### src/rtl/multi_driver_cntrl_pkg.sv
// Shared types and register map for the multi-channel pattern driver control block.
// Optional runtime counter at 0x10C is built when MULTI_DRIVER_CNTRL_RUNTIME_EN is defined.
package multi_driver_cntrl_pkg;

    typedef enum logic [2:0] {
        ST_IDLE   = 3'd0,
        ST_START  = 3'd1,
        ST_ACTIVE = 3'd2,
        ST_FROZEN = 3'd3,
        ST_DONE   = 3'd4,
        ST_ERROR  = 3'd5
    } prog_state_e;

    localparam logic [31:0] REG_PUSH      = 32'h000;
    localparam logic [31:0] REG_CMD       = 32'h004;
    localparam logic [31:0] REG_ADDR_THR  = 32'h008;
    localparam logic [31:0] REG_VCTR_THR  = 32'h00C;
    localparam logic [31:0] REG_CH_SEL    = 32'h010;
    localparam logic [31:0] REG_CH_EN     = 32'h014;
    localparam logic [31:0] REG_IRQ_MASK  = 32'h018;
    localparam logic [31:0] REG_STATUS    = 32'h100;
    localparam logic [31:0] REG_STICKY    = 32'h104;
    localparam logic [31:0] REG_FILL_BASE = 32'h108;
    localparam logic [31:0] REG_RUNTIME   = 32'h10C;

    localparam int CMD_RUN    = 0;
    localparam int CMD_END    = 1;
    localparam int CMD_ABORT  = 2;
    localparam int CMD_FREEZE = 3;
    localparam int CMD_RESUME = 4;

endpackage

### src/rtl/multi_driver_cntrl_if.sv
// Register-port bus between the AXI-lite slave adapter and the driver control block.
interface multi_driver_cntrl_if;
    logic [31:0] slave_awaddr;
    logic [31:0] slave_araddr;
    logic        slave_wr;
    logic        slave_rd;
    logic [31:0] slave_data_in;
    logic [31:0] slave_data_out;

    modport master (
        output slave_awaddr, slave_araddr, slave_wr, slave_rd, slave_data_in,
        input  slave_data_out
    );

    modport slave (
        input  slave_awaddr, slave_araddr, slave_wr, slave_rd, slave_data_in,
        output slave_data_out
    );
endinterface

### src/rtl/driver_prog_fsm.sv
// Program state machine with start/end pulses, sticky error capture and registered irq.
module driver_prog_fsm
    import multi_driver_cntrl_pkg::*;
#(
    parameter int NUM_CH = 4
) (
    input  logic              clk,
    input  logic              rst_n,
    input  logic              cmd_wr_i,
    input  logic [4:0]        cmd_i,
    input  logic [NUM_CH-1:0] err_i,
    input  logic              drop_i,
    input  logic              sticky_wr_i,
    input  logic [NUM_CH:0]   sticky_clr_i,
    input  logic [NUM_CH:0]   irq_mask_i,
    output prog_state_e       state_o,
    output logic              run_program_o,
    output logic              end_program_o,
    output logic              active_program_o,
    output logic              freeze_program_o,
    output logic [NUM_CH:0]   sticky_o,
    output logic              irq_o
);

    prog_state_e       state_q, state_d;
    logic [NUM_CH:0]   sticky_q, sticky_d;
    logic              run_q, end_q, active_q, freeze_q, irq_q;
    logic              inProg, doRun, doEnd, doAbort, doFreeze, doResume;

    always_comb begin
        inProg   = (state_q == ST_ACTIVE) || (state_q == ST_FROZEN);
        doRun    = cmd_wr_i && cmd_i[CMD_RUN];
        doEnd    = cmd_wr_i && cmd_i[CMD_END];
        doAbort  = cmd_wr_i && cmd_i[CMD_ABORT];
        doFreeze = cmd_wr_i && cmd_i[CMD_FREEZE];
        doResume = cmd_wr_i && cmd_i[CMD_RESUME];
        state_d  = state_q;
        if (doAbort) begin
            state_d = ST_IDLE;
        end else begin
            case (state_q)
                ST_START:  state_d = ST_ACTIVE;
                ST_ACTIVE: begin
                    if (|err_i)        state_d = ST_ERROR;
                    else if (doEnd)    state_d = ST_DONE;
                    else if (doFreeze) state_d = ST_FROZEN;
                end
                ST_FROZEN: begin
                    if (|err_i)        state_d = ST_ERROR;
                    else if (doEnd)    state_d = ST_DONE;
                    else if (doResume) state_d = ST_ACTIVE;
                end
                default: begin
                    if (doRun) state_d = ST_START;
                end
            endcase
        end
    end

    // Clear first and set last so a same-cycle set beats W1C.
    always_comb begin
        sticky_d = sticky_q;
        if (state_q == ST_START) sticky_d = '0;
        if (sticky_wr_i) sticky_d = sticky_d & ~sticky_clr_i;
        if (inProg) sticky_d[NUM_CH-1:0] = sticky_d[NUM_CH-1:0] | err_i;
        if (drop_i) sticky_d[NUM_CH] = 1'b1;
    end

    always_ff @(posedge clk or negedge rst_n) begin
        if (!rst_n) begin
            state_q  <= ST_IDLE;
            sticky_q <= '0;
            run_q    <= 1'b0;
            end_q    <= 1'b0;
            active_q <= 1'b0;
            freeze_q <= 1'b0;
            irq_q    <= 1'b0;
        end else begin
            state_q  <= state_d;
            sticky_q <= sticky_d;
            run_q    <= (state_d == ST_START);
            end_q    <= inProg && (state_d == ST_DONE);
            active_q <= (state_d == ST_ACTIVE) || (state_d == ST_FROZEN);
            freeze_q <= (state_d == ST_FROZEN);
            irq_q    <= |(sticky_q & irq_mask_i);
        end
    end

    assign state_o          = state_q;
    assign run_program_o    = run_q;
    assign end_program_o    = end_q;
    assign active_program_o = active_q;
    assign freeze_program_o = freeze_q;
    assign sticky_o         = sticky_q;
    assign irq_o            = irq_q;

endmodule

### src/rtl/multi_driver_cntrl.sv
// Register file and read mux for the multi-channel pattern driver; FSM lives in driver_prog_fsm.
// Define MULTI_DRIVER_CNTRL_RUNTIME_EN to build the ACTIVE-cycle counter at 0x10C.
module multi_driver_cntrl
    import multi_driver_cntrl_pkg::*;
#(
    parameter int          NUM_CH       = 4,
    parameter int          CNT_W        = 16,
    parameter logic [15:0] ADDR_THR_RST = 16'd820,
    parameter logic [15:0] VCTR_THR_RST = 16'd7500
) (
    input  logic                    clk,
    input  logic                    rst_n,
    multi_driver_cntrl_if.slave     bus,
    output logic [31:0]             addr_fifo_din_o,
    output logic [NUM_CH-1:0]       addr_fifo_wr_o,
    input  logic [NUM_CH-1:0]       addr_fifo_full_i,
    input  logic [NUM_CH-1:0]       addr_fifo_empty_i,
    input  logic [NUM_CH-1:0]       addr_fifo_overrun_i,
    input  logic [NUM_CH-1:0]       addr_fifo_underrun_i,
    input  logic [NUM_CH-1:0]       vctr_fifo_full_i,
    input  logic [NUM_CH-1:0]       vctr_fifo_empty_i,
    input  logic [NUM_CH-1:0]       vctr_fifo_overrun_i,
    input  logic [NUM_CH-1:0]       vctr_fifo_underrun_i,
    input  logic [NUM_CH*CNT_W-1:0] words_in_addr_fifo_i,
    input  logic [NUM_CH*CNT_W-1:0] words_in_vctr_fifo_i,
    output logic [15:0]             addr_fifo_threshold_o,
    output logic [15:0]             vector_fifo_threshold_o,
    output logic [NUM_CH-1:0]       ch_enable_o,
    output logic                    run_program_o,
    output logic                    active_program_o,
    output logic                    freeze_program_o,
    output logic                    end_program_o,
    output logic                    irq_o
);

    localparam logic [4:0] NUM_CH5 = 5'(NUM_CH);
    localparam logic [3:0] CH_MAX  = 4'(NUM_CH - 1);

    logic [31:0]       din_q, rdata_q, rdata_d;
    logic [NUM_CH-1:0] wr_q, chEn_q, pushOh, errCh;
    logic [15:0]       addrThr_q, vctrThr_q;
    logic [3:0]        chSel_q;
    logic [NUM_CH:0]   irqMask_q, sticky;
    logic              selFull, wrPush, irq;
    prog_state_e       state;

    assign wrPush = bus.slave_wr && (bus.slave_awaddr == REG_PUSH);
    assign errCh  = chEn_q & (addr_fifo_overrun_i | addr_fifo_underrun_i |
                              vctr_fifo_overrun_i | vctr_fifo_underrun_i);

    always_comb begin
        pushOh  = '0;
        selFull = 1'b0;
        for (int i = 0; i < NUM_CH; i++) begin
            if (chSel_q == 4'(i)) begin
                pushOh[i] = 1'b1;
                selFull   = addr_fifo_full_i[i];
            end
        end
    end

    always_ff @(posedge clk or negedge rst_n) begin
        if (!rst_n) begin
            din_q     <= '0;
            wr_q      <= '0;
            addrThr_q <= ADDR_THR_RST;
            vctrThr_q <= VCTR_THR_RST;
            chSel_q   <= '0;
            chEn_q    <= '1;
            irqMask_q <= '0;
            rdata_q   <= '0;
        end else begin
            wr_q <= '0;
            if (bus.slave_wr) begin
                case (bus.slave_awaddr)
                    REG_PUSH: begin
                        if (!selFull) begin
                            wr_q  <= pushOh;
                            din_q <= bus.slave_data_in;
                        end
                    end
                    REG_ADDR_THR: addrThr_q <= bus.slave_data_in[15:0];
                    REG_VCTR_THR: vctrThr_q <= bus.slave_data_in[15:0];
                    REG_CH_SEL:   chSel_q   <= ({1'b0, bus.slave_data_in[3:0]} >= NUM_CH5) ?
                                               CH_MAX : bus.slave_data_in[3:0];
                    REG_CH_EN:    chEn_q    <= bus.slave_data_in[NUM_CH-1:0];
                    REG_IRQ_MASK: irqMask_q <= bus.slave_data_in[NUM_CH:0];
                    default: ;
                endcase
            end
            if (bus.slave_rd) rdata_q <= rdata_d;
        end
    end

`ifdef MULTI_DRIVER_CNTRL_RUNTIME_EN
    logic [31:0] runtime_q;

    always_ff @(posedge clk or negedge rst_n) begin
        if (!rst_n) begin
            runtime_q <= '0;
        end else if (state == ST_START) begin
            runtime_q <= '0;
        end else if ((state == ST_ACTIVE) && (runtime_q != 32'hFFFF_FFFF)) begin
            runtime_q <= runtime_q + 32'd1;
        end
    end
`endif

    // The runtime slot at 0x10C overlays the channel-1 fill-level window.
    always_comb begin
        rdata_d = '0;
        for (int i = 0; i < NUM_CH; i++) begin
            if (bus.slave_araddr == REG_FILL_BASE + 32'(4 * i)) begin
                rdata_d = {16'(words_in_vctr_fifo_i[i*CNT_W +: CNT_W]),
                           16'(words_in_addr_fifo_i[i*CNT_W +: CNT_W])};
            end
        end
        case (bus.slave_araddr)
            REG_PUSH:     rdata_d = din_q;
            REG_ADDR_THR: rdata_d = {16'b0, addrThr_q};
            REG_VCTR_THR: rdata_d = {16'b0, vctrThr_q};
            REG_CH_SEL:   rdata_d = {28'b0, chSel_q};
            REG_CH_EN:    rdata_d = 32'(chEn_q);
            REG_IRQ_MASK: rdata_d = 32'(irqMask_q);
            REG_STATUS:   rdata_d = {12'b0, |addr_fifo_full_i, |addr_fifo_empty_i,
                                     |vctr_fifo_full_i, |vctr_fifo_empty_i,
                                     12'b0, irq, state};
            REG_STICKY:   rdata_d = 32'(sticky);
`ifdef MULTI_DRIVER_CNTRL_RUNTIME_EN
            REG_RUNTIME:  rdata_d = runtime_q;
`else
            REG_RUNTIME:  rdata_d = '0;
`endif
            default: ;
        endcase
    end

    driver_prog_fsm #(.NUM_CH(NUM_CH)) u_fsm (
        .clk              (clk),
        .rst_n            (rst_n),
        .cmd_wr_i         (bus.slave_wr && (bus.slave_awaddr == REG_CMD)),
        .cmd_i            (bus.slave_data_in[4:0]),
        .err_i            (errCh),
        .drop_i           (wrPush && selFull),
        .sticky_wr_i      (bus.slave_wr && (bus.slave_awaddr == REG_STICKY)),
        .sticky_clr_i     (bus.slave_data_in[NUM_CH:0]),
        .irq_mask_i       (irqMask_q),
        .state_o          (state),
        .run_program_o    (run_program_o),
        .end_program_o    (end_program_o),
        .active_program_o (active_program_o),
        .freeze_program_o (freeze_program_o),
        .sticky_o         (sticky),
        .irq_o            (irq)
    );

    assign bus.slave_data_out      = rdata_q;
    assign addr_fifo_din_o         = din_q;
    assign addr_fifo_wr_o          = wr_q;
    assign addr_fifo_threshold_o   = addrThr_q;
    assign vector_fifo_threshold_o = vctrThr_q;
    assign ch_enable_o             = chEn_q;
    assign irq_o                   = irq;

endmodule

### src/flat_wrapper.sv
// flat-port wrapper written by rule: the top's interface ports become plain ports
module multi_driver_cntrl_flat import multi_driver_cntrl_pkg::*;
#(
    parameter int          NUM_CH       = 4,
    parameter int          CNT_W        = 16,
    parameter logic [15:0] ADDR_THR_RST = 16'd820,
    parameter logic [15:0] VCTR_THR_RST = 16'd7500
)
  (clk, rst_n, addr_fifo_din_o, addr_fifo_wr_o, addr_fifo_full_i, addr_fifo_empty_i, addr_fifo_overrun_i, addr_fifo_underrun_i, vctr_fifo_full_i, vctr_fifo_empty_i, vctr_fifo_overrun_i, vctr_fifo_underrun_i, words_in_addr_fifo_i, words_in_vctr_fifo_i, addr_fifo_threshold_o, vector_fifo_threshold_o, ch_enable_o, run_program_o, active_program_o, freeze_program_o, end_program_o, irq_o, bus_slave_awaddr, bus_slave_araddr, bus_slave_wr, bus_slave_rd, bus_slave_data_in, bus_slave_data_out);
  multi_driver_cntrl_if bus_i ();
  input  logic clk;
  input  logic rst_n;
  output logic [31:0] addr_fifo_din_o;
  output logic [NUM_CH-1:0] addr_fifo_wr_o;
  input  logic [NUM_CH-1:0] addr_fifo_full_i;
  input  logic [NUM_CH-1:0] addr_fifo_empty_i;
  input  logic [NUM_CH-1:0] addr_fifo_overrun_i;
  input  logic [NUM_CH-1:0] addr_fifo_underrun_i;
  input  logic [NUM_CH-1:0] vctr_fifo_full_i;
  input  logic [NUM_CH-1:0] vctr_fifo_empty_i;
  input  logic [NUM_CH-1:0] vctr_fifo_overrun_i;
  input  logic [NUM_CH-1:0] vctr_fifo_underrun_i;
  input  logic [NUM_CH*CNT_W-1:0] words_in_addr_fifo_i;
  input  logic [NUM_CH*CNT_W-1:0] words_in_vctr_fifo_i;
  output logic [15:0] addr_fifo_threshold_o;
  output logic [15:0] vector_fifo_threshold_o;
  output logic [NUM_CH-1:0] ch_enable_o;
  output logic run_program_o;
  output logic active_program_o;
  output logic freeze_program_o;
  output logic end_program_o;
  output logic irq_o;
  input wire logic [$bits(bus_i.slave_awaddr)-1:0] bus_slave_awaddr;
  input wire logic [$bits(bus_i.slave_araddr)-1:0] bus_slave_araddr;
  input wire logic [$bits(bus_i.slave_wr)-1:0] bus_slave_wr;
  input wire logic [$bits(bus_i.slave_rd)-1:0] bus_slave_rd;
  input wire logic [$bits(bus_i.slave_data_in)-1:0] bus_slave_data_in;
  output wire logic [$bits(bus_i.slave_data_out)-1:0] bus_slave_data_out;
  assign bus_i.slave_awaddr = bus_slave_awaddr;
  assign bus_i.slave_araddr = bus_slave_araddr;
  assign bus_i.slave_wr = bus_slave_wr;
  assign bus_i.slave_rd = bus_slave_rd;
  assign bus_i.slave_data_in = bus_slave_data_in;
  assign bus_slave_data_out = bus_i.slave_data_out;
  multi_driver_cntrl #(.NUM_CH(NUM_CH), .CNT_W(CNT_W), .ADDR_THR_RST(ADDR_THR_RST), .VCTR_THR_RST(VCTR_THR_RST)) u_core (.clk(clk), .rst_n(rst_n), .bus(bus_i), .addr_fifo_din_o(addr_fifo_din_o), .addr_fifo_wr_o(addr_fifo_wr_o), .addr_fifo_full_i(addr_fifo_full_i), .addr_fifo_empty_i(addr_fifo_empty_i), .addr_fifo_overrun_i(addr_fifo_overrun_i), .addr_fifo_underrun_i(addr_fifo_underrun_i), .vctr_fifo_full_i(vctr_fifo_full_i), .vctr_fifo_empty_i(vctr_fifo_empty_i), .vctr_fifo_overrun_i(vctr_fifo_overrun_i), .vctr_fifo_underrun_i(vctr_fifo_underrun_i), .words_in_addr_fifo_i(words_in_addr_fifo_i), .words_in_vctr_fifo_i(words_in_vctr_fifo_i), .addr_fifo_threshold_o(addr_fifo_threshold_o), .vector_fifo_threshold_o(vector_fifo_threshold_o), .ch_enable_o(ch_enable_o), .run_program_o(run_program_o), .active_program_o(active_program_o), .freeze_program_o(freeze_program_o), .end_program_o(end_program_o), .irq_o(irq_o));
endmodule
### config.mk
export PLATFORM = sky130hd
export DESIGN_NAME = multi_driver_cntrl_flat
export DESIGN_NICKNAME = d
export VERILOG_FILES = /design/src/rtl/multi_driver_cntrl_pkg.sv /design/src/rtl/multi_driver_cntrl_if.sv /design/src/rtl/driver_prog_fsm.sv /design/src/rtl/multi_driver_cntrl.sv /design/src/flat_wrapper.sv
export SDC_FILE = /design/constraint.sdc
export NUM_CORES = 1
export LEC_CHECK = 0
export ABC_AREA = 1
export ABC_CLOCK_PERIOD_IN_PS = 2700
export CAP_MARGIN = 20
export CORE_AREA = 2 2 143 145
export CTS_BUF_LIST = sky130_fd_sc_hd__clkbuf_4 sky130_fd_sc_hd__clkbuf_8 sky130_fd_sc_hd__clkbuf_16
export DETAILED_ROUTE_END_ITERATION = 6
export DIE_AREA = 0 0 145 147
export PLACE_DENSITY = 0.69
export SLEW_MARGIN = 25
export SYNTH_ARGS = -nofsm -noshare
export SYNTH_HDL_FRONTEND = slang
export SYNTH_SLANG_ARGS = --single-unit
export TNS_END_PERCENT = 1
### constraint.sdc
create_clock -name clk -period 2.7 [get_ports clk]
set_clock_uncertainty 0.15 [all_clocks]
set_input_delay 0.675 -clock clk [delete_from_list [all_inputs] [get_ports clk]]
set_output_delay 0.675 -clock clk [all_outputs]
set_load 0.03 [all_outputs]
---- After elaboration in Yosys (flattened, before gate mapping) ----
Index checks and enable logic that the tools add are counted.
W data, S select, Z words.
operators by class
  order comparisons ....................... 1
  equal/unequal tests ..................... 28
  mux-type cells .......................... 29
  bitwise logic cells ..................... 9
  reductions and logical operators ........ 27
operator list
  kind                   count
  $pmux W32 S9           1
  $eq A32 B9 Y1 const B  7
  $eq A32 B5 Y1 const B  6
  $eq A32 B4 Y1 const B  4
  $mux W32               3
  $logic_not A32 Y1      2
  $eq A32 B3 Y1 const B  1
  $mux W3                8
  $mux W4                5
  $reduce_or A4 Y1       5
  $or A4 B4 Y4           4
  $eq A3 B2 Y1 const B   4
  $and A5 B5 Y5          2
  $logic_and A1 B1 Y1    10
  $mux W5                2
  $reduce_and A2 Y1      5
  $mux W1                9
  $pmux W3 S3            1
  $eq A4 B2 Y1 const B   2
  $eq A3 B1 Y1 const B   2
  $not A5 Y5             1
  $reduce_or A5 Y1       1
  $and A4 B4 Y4          1
  $eq A4 B1 Y1 const B   1
  6 further kinds        7
storage, ports and cells
  register bits ........................... 126
  input bits .............................. 260

---- Depth between registers and ports, before layout ----
  depth after elaboration ................. 10
  gate-level depth with buffers ........... 14
  depth with buffers taken out ............ 13

---- Hierarchy ----
A second synthesis with hierarchy kept.
unflattened totals
  cells, all modules ...................... 945
  area, all modules ....................... 6,941.7 µm²
by module, submodules not included
  module              times used  cells each  area an instance (µm²)
  multi_driver_cntrl  1           877         6,339.8
  driver_prog_fsm     1           68          601.8

---- Least setup slack after synthesis ----
No wires, ideal clock.
  kind .................................... input -> register
  start ................................... input bus_slave_awaddr[7]
  end ..................................... register u_core.din_q[28] (netlist: u_core.addr_fifo_din_o[28])
  setup time .............................. 0.125 ns
  arrival time ............................ 1.798 ns
  required time ........................... 2.425 ns
  path slack .............................. 0.628 ns
  cell stages on the path ................. 8
  buffers on the path ..................... 1
  path through ............................ nor2_1 -> inv_1 -> nor2_1 -> nand3_1 -> nor2_1 -> nand2_1 -> buf_2 -> mux2_2
on the way
  cells in the longest elaborated chain, start to end .. 2
ends and longest elaborated chain
  item                         RTL line                  RTL
  from (decl)                  flat_wrapper.sv:33        input wire logic [$bits(bus_i.slave_awaddr)-1:0] bus_slave_awaddr;
  $logic_not A32 Y1            multi_driver_cntrl.sv:75  case (bus.slave_awaddr)
  $reduce_and A3 Y1 (no line)  n/a
  to (signal assigned)         multi_driver_cntrl.sv:79  din_q <= bus.slave_data_in;
  to (decl)                    multi_driver_cntrl.sv:39  logic [31:0] din_q, rdata_q, rdata_d;
Every way passes these cells.
A chain may end at the register's enable or synchronous reset.

---- Worst setup path in the final report ----
  start ................................... register u_core.addrThr_q[2] (netlist: u_core.addr_fifo_threshold_o[2])
  end ..................................... output addr_fifo_threshold_o[2]
RTL lines
  item                    RTL line                  RTL
  from (decl)             multi_driver_cntrl.sv:41  logic [15:0] addrThr_q, vctrThr_q;
  from (signal assigned)  multi_driver_cntrl.sv:82  REG_ADDR_THR: addrThr_q <= bus.slave_data_in[15:0];
  to (decl)               flat_wrapper.sv:25        output logic [15:0] addr_fifo_threshold_o;
No word-level cell between the ends.

==> results.md <==
Synthesis:
- The synthesized design contains 0 enable-type register cells.
- The post-synth net total is 1165.
- The dominant cell by count in the synthesized netlist is nand2_1.
- The number of different library cells used by synthesis comes to 33.
- Summing every instance area after synthesis gives 6700 µm².
- In the synthesized netlist, the number of instances is 905.
- The proportion of netlist area held by the largest area contributor is 0.411.
- Averaged over all synthesized cells, the footprint is 7.41 µm².
- The fraction of synthesis flops using an asynchronous set or reset pin is 1.00.
- The share of the Yosys chip area taken by registers is 0.473.
- The yosys synthesis warning count is 0.
- After synthesis, the cell types taking the most area are dfrtp_1, nand2_1, dfstp_2, nor2_1, nand3_1.
- The post-synthesis cell type with the largest combined area is dfrtp_1.
- In this run, synthesis produced a sequential element count of 126.
- The commonest cells after synthesis are nand2_1, dfrtp_1, nor2_1.
- The dominant synthesized flop cell is dfrtp_1.

Clock network:
- TritonCTS built the clock tree.
- Post-CTS timing repair inserted 0 buffers for setup.
- The deepest clock path buffer count is 2.
- The clock slew seen by the registers of the worst setup and hold paths is 60 ps.
- At the later pin of the worst-skew pair, clock insertion delay measures 420 ps.
- Counting the buffers created by CTS gives 17.
- The number of resized instances in the post-cts repair step is 0.
- CTS built an H-tree with a depth of 4.
- The clock drives 126 sinks.
- The tree is rooted in a clkbuf_16.
- The number of buffers inserted by hold repair at cts is 1.

Timing:
- At the pin with the least slew margin, the transition time is 423 ps.
- Setup repair after global routing left no endpoint under its margin.
- In this run the tightest slew margin relative to its limit is 0.717.
- For this run, the top clock speed supported by timing is 397 MHz.
- The number of hold-slack violations in the final timing report is 0.
- The final max-slew violation count is 0.
- Setup violations remaining at the end of the flow were counted as 0.
- The smallest clock period supported by the final layout is computed as 2520 ps.
- In the final timing run, aggregate negative setup slack is 0 ps.
- Dividing the final minimum period by the clock period gives 0.932.

Detailed routing:
- The DRC violations left is 0.
- The routed design has 24900 µm of wire.
- The first TritonRoute pass finished after 5 iterations.
- Dividing the detail-routed via count by the number of cells gives 4.80.
- For this block, the initial DRC count from the detailed router was 356.
- Dividing the detail-routed wire length by the instance count gives 16.0 µm.
- The final route contains 7482 vias.
- Once detail routing completed, the nets flagged for antenna violations numbered 0.

Finish:
- For this run, the number of standard cells in the final layout without fillers is 1558.
- The number of antenna diodes in the final layout is 0.
- The finished cells cover 11400 µm².
- At the end of the flow, the number of nets in the layout was 1535.
- The signed area change from the synthesized netlist to the final layout is 69.5%.
- In the final layout, the share of cells above drive strength 1 is 0.102.
- The utilization of the core after routing is 0.573.
- The total area of sequential cells is 3170 µm².
- The layout filler cell count is 1826.
- The footprint of the multi-input gates is 3110 µm².

Power:
- Dividing total power by cell area gives a power density of 424 nW/µm².
- The maximum vdd ir drop is 374 µV.
- The switching power is 1.08 mW.
- The internal portion of the total power is 3.74 mW.
- Of the total power, the share spent switching nets is 0.224.
- In this run the static leakage power is 5.13 nW.
- The proportion of power drawn by the clock network is 0.506.
- The part of the power in registers is 0.393.
- Of the total power, combinational logic draws 0.101.

Worst setup path:
- Of all nets on the critical path, the largest fanout is 3.
- The critical path is of the flop to primary output type.
- Traced cell by cell, the critical path runs through clkdlybuf4s50_1.
- In this design, the stage delay of the slowest critical-path cell is 740 ps.
- The startpoint type of the worst setup path is a flop.
- The slowest stage of the critical path is the clkdlybuf4s50_1 cell.
- The arrival time of data at the critical path endpoint is 1690 ps.
- The kind of capture point of the worst setup path is a primary output.
- The data required time at the worst endpoint is 1880 ps.
- The number of buffer and inverter stages on the critical path is 1.
- Broken down by cell family, the worst path's largest delay share belongs to buffers and inverters.

Global routing:
- In the global route stage, overall resource usage came out at 0.234.
- The via count of the first global-routing pass came to 7387.
- The residual overflow from global routing is 0.
- The first global-routing pass estimated 39100 µm of wire.
- The largest net degree at the start of global routing is 54.
- The initial antenna violation count is 0.

Status:
- The run finished with clean final reports.

Floorplan:
- The starting utilization of the core area is 0.338.
- The die covers 21300 µm².
- The vertical die dimension is 147 µm.
- 369 I/O pins were placed.
- The overall die width is 145 µm.
- The core outline area is 19800 µm².
- The initialized floorplan defines 52 standard-cell rows.

Place:
- The wire-length estimate of the detail-placed layout is 19500 µm.
- The count of buffers added on input and output ports is 336.
- The cell count after placement is 1525.
- The congestion estimate from routability-driven global placement came to 0.868.
- The placed instances occupy a cell area of 10700 µm².

Job:
- Across the run, the number of max-cap violations was 0.

Worst hold path:
- The classification of the worst-slack hold path is flop to flop.
==> cell families (layout without fill, tap and decap cells) <==
kind of cell	after synthesis	in the layout	synth area share
DFF	126	126	0.473
buffers and inverters	99	482	0.0629
and+or+nand+nor	533	533	0.335
AOI/OAI and AO/OA	131	131	0.102
muxes	16	16	0.0269
==> flip-flops by register name, summed over array words and instances (netlist names) <==
name,cells
u_core.u_fsm.active_program_o,1
u_core.u_fsm.run_program_o,1
u_core.u_fsm.freeze_program_o,1
u_core.addr_fifo_wr_o,4
u_core.u_fsm.end_program_o,1
u_core.u_fsm.irq_o,1
u_core.u_fsm.sticky_o,5
u_core.irqMask_q,5
u_core.u_fsm.state_o,3
u_core.bus.slave_data_out,32
u_core.vector_fifo_threshold_o,16
u_core.addr_fifo_din_o,32
u_core.addr_fifo_threshold_o,16
u_core.ch_enable_o,4
u_core.chSel_q,4
==> worst min-delay path, cell delays in order, from the launching register on <==
cell and delay, ps:
dfrtp_1 340, nand2_1 50, nand2_1 50
==> power groups by stage <==
stage               clock network, mW  logic, mW  registers [mW]
finish                           2.44      0.487            1.90
global route                     2.56      0.527            1.90
detailed placement                  0      0.490            1.93
floorplan                           0     0.0613            1.94
global placement                    0      0.484            1.93
CTS                              2.48      0.493            1.90
==> per-stage QoR <==
stage	total power, mW	setup slack [ps]	hold slack, ps
after floorplan	2.00	628	229
after global placement	2.41	-66.7	310
after detailed placement	2.42	-129	315
after CTS	4.87	175	330
after global routing	4.98	91.6	352
final	4.82	183	329
==> layout make-up <==
| class | instances | share of cell area |
|---|---|---|
| repair buffers | 381 | 0.339 |
| flip-flops and latches | 126 | 0.279 |
| multi-input cells | 680 | 0.274 |
| clock buffers | 19 | 0.0399 |
| well taps | 270 | 0.0297 |
| inverters | 69 | 0.0228 |
| clock inverters | 13 | 0.0155 |
==> metal layers <==
metal	up-vias	share of wire	routed length [µm]	global-route usage
li1	3682	-	-	-
met1	3468	0.42	10400	0.292
met2	294	0.49	12100	0.396
met3	38	0.074	1850	0.0655
met4	0	0.022	558	0.0762
met5	-	0	0	0
==> final timing paths <==
check                                                            start                                        endpoint  slack (ps)  depth (start not counted)
max                        u_core.addr_fifo_threshold_o[2]$_DFFE_PN1P_                        addr_fifo_threshold_o[2]         180                          1
min                          u_core.bus.slave_data_out[16]$_DFFE_PN0P_       u_core.bus.slave_data_out[16]$_DFFE_PN0P_         330                          2
max in group asynchronous                                        rst_n  u_core.vector_fifo_threshold_o[10]$_DFFE_PN1P_        1310                          3
max reg2reg                              u_core.chSel_q[3]$_DFFE_PN0P_          u_core.addr_fifo_din_o[25]$_DFFE_PN0P_         650                          7
min reg2reg                  u_core.bus.slave_data_out[16]$_DFFE_PN0P_       u_core.bus.slave_data_out[16]$_DFFE_PN0P_         330                          2
min in group asynchronous                                        rst_n        u_core.bus.slave_data_out[4]$_DFFE_PN0P_         500                          2
==> cells in the final DEF (no fill, tap or decap), types with 2 or more instances in the layout <==
cell type,synthesis,final
nor3_1,5,5
nand2_1,327,326
a21oi_1,38,38
nand3b_1,3,3
buf_4,5,33
o21ai_0,65,65
nor2_4,4,4
bufinv_16,0,3
nand3_1,69,69
nand2_2,1,2
clkdlybuf4s50_1,0,335
clkinvlp_4,0,3
buf_12,0,12
clkbuf_8,0,2
a41oi_1,2,2
clkbuf_16,0,17
dfrtp_1,110,110
nor2_2,6,6
nor3_4,2,2
o22ai_1,2,2
inv_2,6,6
o21bai_1,3,3
nor4_1,5,5
nand3_2,2,2
inv_6,0,5
inv_1,63,63
nor2_1,95,95
dfstp_2,16,16
nand4_1,12,12
o211ai_1,2,2
o21ai_1,16,16
mux2_2,16,16
Note: power is estimated with default switching activity, not from simulation.
